$ cat src/rtl/kart_physics.sv
// Per-frame kart motion: steer, speed with terrain cap, 11.4 position update, commit.
// Latency: new_frame_in at cycle 0 -> done_out and new outputs at cycle 6; frames arriving while busy are dropped.
module kart_physics #(
  parameter int START_X      = 1024,
  parameter int START_Y      = 1536,
  parameter int START_DIR    = 0,
  parameter int STEER_STEP   = 3,
  parameter int ACCEL        = 2,
  parameter int BRAKE        = 4,
  parameter int FRICTION     = 1,
  parameter int MAX_SPEED    = 64,
  parameter int OFFROAD_TYPE = 2
) (
  input  logic               clk_in,
  input  logic               rst_in,
  input  logic               new_frame_in,
  input  logic               btn_accel_in,
  input  logic               btn_brake_in,
  input  logic               btn_left_in,
  input  logic               btn_right_in,
  output logic [8:0]         trig_addr_out,
  input  logic signed [10:0] sin_in,
  input  logic signed [10:0] cos_in,
  output logic [7:0]         track_addr_out,
  input  logic [3:0]         terrain_in,
  output logic [8:0]         direction_out,
  output logic [10:0]        player_x_out,
  output logic [10:0]        player_y_out,
  output logic [7:0]         speed_out,
  output logic               busy_out,
  output logic               done_out
);

  typedef enum logic [2:0] {IDLE, STEER, LOOKUP, WAIT, SPEED, MOVE, COMMIT} state_t;

  localparam logic [8:0]        RST_DIR = 9'(START_DIR);
  localparam logic [14:0]       RST_X   = 15'(START_X * 16);
  localparam logic [14:0]       RST_Y   = 15'(START_Y * 16);
  localparam logic [8:0]        STEP9   = 9'(STEER_STEP);
  localparam logic signed [9:0] ACC_S   = 10'(ACCEL);
  localparam logic signed [9:0] BRK_S   = 10'(BRAKE);
  localparam logic signed [9:0] FRC_S   = 10'(FRICTION);

  state_t state, state_nxt;
  logic [8:0]         dir, dir_nxt;
  logic [14:0]        pos_x, pos_y, pos_x_nxt, pos_y_nxt;
  logic [7:0]         speed, spd_nxt, cap;
  logic signed [9:0]  spd_raw;
  logic signed [10:0] sin_q, cos_q;
  logic signed [19:0] spd_e, sin_e, cos_e, prod_x, prod_y, dx, dy, nx, ny;

  always_ff @(posedge clk_in or negedge rst_in) begin
    if (!rst_in) state <= IDLE;
    else         state <= state_nxt;
  end

  always_comb begin
    state_nxt = state;
    case (state)
      IDLE:    if (new_frame_in) state_nxt = STEER;
      STEER:   state_nxt = LOOKUP;
      LOOKUP:  state_nxt = WAIT;
      WAIT:    state_nxt = SPEED;
      SPEED:   state_nxt = MOVE;
      MOVE:    state_nxt = COMMIT;
      COMMIT:  state_nxt = IDLE;
      default: state_nxt = IDLE;
    endcase
  end

  // Heading only changes while moving; wrap stays inside 0..359.
  always_comb begin
    dir_nxt = dir;
    if (speed != 8'd0) begin
      if (btn_left_in && !btn_right_in)
        dir_nxt = (dir >= STEP9) ? dir - STEP9 : dir + 9'd360 - STEP9;
      else if (btn_right_in && !btn_left_in)
        dir_nxt = (dir + STEP9 >= 9'd360) ? dir + STEP9 - 9'd360 : dir + STEP9;
    end
  end

  always_comb begin
    cap     = (terrain_in >= 4'(OFFROAD_TYPE)) ? 8'(MAX_SPEED >> 1) : 8'(MAX_SPEED);
    spd_raw = $signed({2'b00, speed});
    if (btn_brake_in)      spd_raw = spd_raw - BRK_S;
    else if (btn_accel_in) spd_raw = spd_raw + ACC_S;
    else                   spd_raw = spd_raw - FRC_S;
    if (spd_raw < 10'sd0)                           spd_nxt = 8'd0;
    else if (spd_raw > $signed({2'b00, cap}))       spd_nxt = cap;
    else                                            spd_nxt = spd_raw[7:0];
  end

  // Arithmetic shift floors negative displacements; heading 0 moves toward y=0.
  always_comb begin
    spd_e  = {12'd0, speed};
    sin_e  = {{9{sin_q[10]}}, sin_q};
    cos_e  = {{9{cos_q[10]}}, cos_q};
    prod_x = spd_e * sin_e;
    prod_y = spd_e * cos_e;
    dx     = prod_x >>> 9;
    dy     = -(prod_y >>> 9);
    nx     = $signed({5'd0, pos_x}) + dx;
    ny     = $signed({5'd0, pos_y}) + dy;
    if (nx < 20'sd0)            pos_x_nxt = 15'd0;
    else if (nx > 20'sd32767)   pos_x_nxt = 15'd32767;
    else                        pos_x_nxt = nx[14:0];
    if (ny < 20'sd0)            pos_y_nxt = 15'd0;
    else if (ny > 20'sd32767)   pos_y_nxt = 15'd32767;
    else                        pos_y_nxt = ny[14:0];
  end

  always_ff @(posedge clk_in or negedge rst_in) begin
    if (!rst_in) begin
      dir           <= RST_DIR;
      pos_x         <= RST_X;
      pos_y         <= RST_Y;
      speed         <= 8'd0;
      sin_q         <= '0;
      cos_q         <= '0;
      direction_out <= RST_DIR;
      player_x_out  <= RST_X[14:4];
      player_y_out  <= RST_Y[14:4];
      speed_out     <= 8'd0;
    end else begin
      case (state)
        STEER: dir <= dir_nxt;
        SPEED: begin
          speed <= spd_nxt;
          sin_q <= sin_in;
          cos_q <= cos_in;
        end
        // Outputs load on the edge into COMMIT so they are new alongside done_out.
        MOVE: begin
          pos_x         <= pos_x_nxt;
          pos_y         <= pos_y_nxt;
          direction_out <= dir;
          player_x_out  <= pos_x_nxt[14:4];
          player_y_out  <= pos_y_nxt[14:4];
          speed_out     <= speed;
        end
        default: ;
      endcase
    end
  end

  assign trig_addr_out  = dir;
  assign track_addr_out = {pos_y[10:7], pos_x[10:7]};
  assign busy_out       = (state != IDLE);
  assign done_out       = (state == COMMIT);

endmodule
$ cat config.mk
export PLATFORM = sky130hd
export DESIGN_NAME = kart_physics
export DESIGN_NICKNAME = d
export VERILOG_FILES = /design/src/rtl/kart_physics.sv
export SDC_FILE = /design/constraint.sdc
export NUM_CORES = 1
export LEC_CHECK = 0
export ABC_AREA = 1
export CAP_MARGIN = 20
export CORE_MARGIN = 4
export CORE_UTILIZATION = 42
export DETAILED_ROUTE_END_ITERATION = 8
export SETUP_SLACK_MARGIN = 0.2
export SYNTH_ARGS = -nofsm -noshare
export SYNTH_HDL_FRONTEND = slang
export SYNTH_SLANG_ARGS = --single-unit
export TNS_END_PERCENT = 30
$ cat constraint.sdc
create_clock -name clk_in -period 7.8 [get_ports clk_in]
set_input_delay 1.17 -clock clk_in [delete_from_list [all_inputs] [get_ports clk_in]]
set_output_delay 1.17 -clock clk_in [all_outputs]
set_load 0.02 [all_outputs]
==> impl_metrics.toml <==
[synthesis]
largest_family_of_logic_cells_by_synthesized_area = "adder cells"
mappedNetlistArea_um2 = 12700
syn-num-nets = 1990
ys_async_sr_fraction_pct = 100
synth_seq_area_share_pct = 17.5
synth_warnings = 0
syn-instance-count = 1702
synth_xor_area_share_pct = 4.79
synth_compound_area_share_pct = 7.06
synth_fa_ha_area_share_pct = 33.6
edff_count_synth = 0
yosys_most_used_dff = "sky130_fd_sc_hd__dfrtp_1"
mux_cell_area_share_after_synthesis_pct = 0
synth_cell_type_count = 50
synth-simple-area-share_pct = 21.7
ys_ff_latch = 89
syn_area_per_cell_um2 = 7.48

[clock_tree]
inserted_clock_buffers = 9
clock_latency_late_sink_ns = 0.35
holdBufCountCts = 0
cts_max_level = 3
clock_tree_from_tritoncts = "done"
clock_sink_count = 89
cts_resized = 0
cts_setup_buffers = 0
clockBufferDepth = 2
cts-root-buf = "sky130_fd_sc_hd__clkbuf_16"
clkSlewWorstSetupHoldPaths_ns = 0.07

[setup_path]
rr_worst_depth = 31
crit_buf_inv = 7
required_ns = 8.04
critical-path-slowest-cell = "sky130_fd_sc_hd__dfrtp_2"
kind_of_start_point_of_the_critical_path = "register"
timing.critical_path.from = "speed[1]$_DFFE_PN0P_"
crit_type = "register to register"
crit_path_end = "player_x_out[0]$_DFFE_PN0N_"
critical_path.reg2reg.startpoint = "speed[1]$_DFFE_PN0P_"
crit_path_max_fanout = 24
critical_path.reg2reg.endpoint = "player_x_out[0]$_DFFE_PN0N_"
rrSetupSlack_ns = 0.94
critical_path.top_delay_family = "adder cells"
worst_path_depth = 31
arrival_time_of_data_at_the_critical_path_endpoint_ns = 7.10
timing.critical_path.slowest_cell_delay_ns = 0.63
cp-end-kind = "register"

[routing]
drtIter0Drc = 466
vias = 10200
drt-vias-per-instance = 4.82
remaining_number_of_nets_flagged_by_the_antenna_check_after_routing = 0
wl_per_cell_um = 13.3
drc = 0
totalWireLength_mm = 28.1
detailed_routing_iterations_pass_1 = 6

[final_layout]
final_nets = 2009
finalNonFillerCells = 2116
layout-drive-gt1-share_pct = 5.04
fill_cells = 3027
layout-area-overhead-vs-synth_pct = 9.85
commonest_cells_after_routing_fill_and_taps_aside = "sky130_fd_sc_hd__nand2_1, sky130_fd_sc_hd__inv_1, sky130_fd_sc_hd__fa_1, sky130_fd_sc_hd__ha_1, sky130_fd_sc_hd__clkdlybuf4s50_1"
num_antenna_cells = 0
most_frequent_standard_cell_in_the_layout_excluding_fill_and_tap_cells = "sky130_fd_sc_hd__nand2_1"
fin_util_pct = 46.9

[floorplan]
initial_core_util_pct = 42.7
boundaryPins = 91
die_area_um2 = 33100
die_width_um = 182
num_rows = 63
die_h_um = 182
core_area_um2 = 29800

[timing]
tightestPinTransition_ns = 1.00
finalSetupViolations = 0
timing.setup.tns_ns = 0
post-route-worst-setup-slack_ns = 0.941
layout_min_cycle_time_ns = 6.86
max_freq_ghz = 0.146
rsz0062_at_grt = "no"
final.period_utilization_pct = 87.9
slew_viols_final = 0
slew_headroom_pct = 33.3
finalHoldViolations = 0
finClkSkew_ns = 0.00804

[global_route]
antenna_found_initial = 0
grt_first_pass_wirelength_mm = 50.0
grt_start_max_net_pins = 76
grtUsageMet1_pct = 25.3
gr-usage-met3_pct = 3.43
busiest_layer = "met2"
first_global_vias = 10400
grt.overflow.total = 0
grtUsageTotal_pct = 17.9
grt_util_met2_pct = 29.1

[hold_path]
hold_path_class = "register to register"

[placement]
io_buffer_count = 89
dp_slack_ns = 0.702
dpl_wire_length_mm = 21.7
place.gp.congestion = 0.868
placedCellCount = 2099

[status]
run_status = "complete, no violations"

[run]
timing.max_cap.violations = 0
[worst reg2reg max path: cells and delay by family, from the launching register on]
family,cells,cell delay [ns]
AO/OA/AOI/OAI,8,1.21
XOR/XNOR,1,0.44
adder cells (fa/ha/maj),6,2.82
buffers and inverters,7,0.54
flip-flops,1,0.63
AND/OR/NAND/NOR,9,1.12
[routing by layer]
| layer | routed length, µm | vias up | share of wire (%) |
|---|---|---|---|
| li1 | - | 5088 | - |
| met1 | 13500 | 4915 | 48 |
| met2 | 12700 | 183 | 45 |
| met3 | 1580 | 16 | 5.6 |
| met4 | 278 | 0 | 0.99 |
| met5 | 0 | - | 0 |
[sequential cells by signal (all words and copies together) (netlist names)]
name and flops:
state 3, speed 8, cos_q 11, sin_q 11
pos_x 4, speed_out 8, pos_y 4, player_y_out 11
trig_addr_out 9, direction_out 9, player_x_out 11
[area by class of cell]
cell class                 count  area [µm²]  area share [%]
inverter                     387        1450            10.4
clock buffer                  13         240            1.72
tap                          390         488            3.49
sequential                    89        2230            16.0
clock inverter                 3        20.0           0.143
timing repair buffer         102        1010            7.20
multi-input combinational   1132        8530            61.1
[synthesized netlist by cell type, types with 2 or more instances]
library cell / number / area (µm²)
sky130_fd_sc_hd__nor2_1: 62 / 233
sky130_fd_sc_hd__nand2_2: 21 / 131
sky130_fd_sc_hd__nor4_1: 2 / 12.5
sky130_fd_sc_hd__inv_1: 380 / 1430
sky130_fd_sc_hd__nor3_1: 11 / 55.1
sky130_fd_sc_hd__nand4_1: 12 / 75.1
sky130_fd_sc_hd__a31oi_1: 10 / 62.6
sky130_fd_sc_hd__o21bai_1: 3 / 22.5
sky130_fd_sc_hd__nor2_2: 2 / 12.5
sky130_fd_sc_hd__buf_4: 35 / 263
sky130_fd_sc_hd__dfstp_2: 3 / 78.8
sky130_fd_sc_hd__o2111ai_1: 2 / 17.5
sky130_fd_sc_hd__dfrtp_1: 86 / 2150
sky130_fd_sc_hd__fa_1: 144 / 2880
sky130_fd_sc_hd__xnor2_2: 2 / 32.5
sky130_fd_sc_hd__o211ai_1: 4 / 30.0
sky130_fd_sc_hd__a22oi_1: 2 / 15.0
sky130_fd_sc_hd__ha_1: 111 / 1390
sky130_fd_sc_hd__nand2_1: 481 / 1810
sky130_fd_sc_hd__clkbuf_1: 50 / 188
sky130_fd_sc_hd__inv_2: 6 / 22.5
sky130_fd_sc_hd__xnor2_1: 20 / 175
sky130_fd_sc_hd__nand2_4: 11 / 124
sky130_fd_sc_hd__nand3_2: 3 / 30.0
sky130_fd_sc_hd__buf_1: 6 / 22.5
sky130_fd_sc_hd__a21oi_1: 53 / 265
sky130_fd_sc_hd__o22ai_1: 6 / 37.5
sky130_fd_sc_hd__o21ai_1: 5 / 25.0
sky130_fd_sc_hd__o221ai_1: 4 / 35.0
sky130_fd_sc_hd__a21oi_2: 3 / 26.3
sky130_fd_sc_hd__nand3_1: 39 / 195
sky130_fd_sc_hd__xor2_1: 44 / 385
sky130_fd_sc_hd__o21ai_0: 60 / 300
sky130_fd_sc_hd__nand3b_1: 3 / 22.5
[per-stage QoR]
stage                     hold slack [ns]  area, µm²
after floorplan                     0.449      12700
after global placement              0.465      13700
after detailed placement            0.465      13700
after global routing                0.507      14000
final                               0.481      14000
after CTS                           0.483      13900
[cells by family after synthesis]
group	after synthesis
AND/OR/NAND/NOR	651
adder cells (fa/ha/maj)	255
AO/OA/AOI/OAI	159
buffers and inverters	481
flip-flops	89
XOR/XNOR	67
[worst min path at each step]
stage / startpoint / cells past startpoint / slack [ns] / to
after floorplan: pos_y[0]$_DFFE_PN0N_ / 2 / 0.45 / pos_y[0]$_DFFE_PN0N_
after global placement: pos_y[0]$_DFFE_PN0N_ / 2 / 0.46 / pos_y[0]$_DFFE_PN0N_
after global routing: pos_y[0]$_DFFE_PN0N_ / 2 / 0.51 / pos_y[0]$_DFFE_PN0N_
final: pos_y[0]$_DFFE_PN0N_ / 2 / 0.48 / pos_y[0]$_DFFE_PN0N_
after CTS: pos_y[0]$_DFFE_PN0N_ / 2 / 0.48 / pos_y[0]$_DFFE_PN0N_
after detailed placement: pos_y[0]$_DFFE_PN0N_ / 2 / 0.46 / pos_y[0]$_DFFE_PN0N_
Power is left out: the tool's default activity adds up to more than one toggle a clock period on the data nets, which glitch-free logic cannot reach.
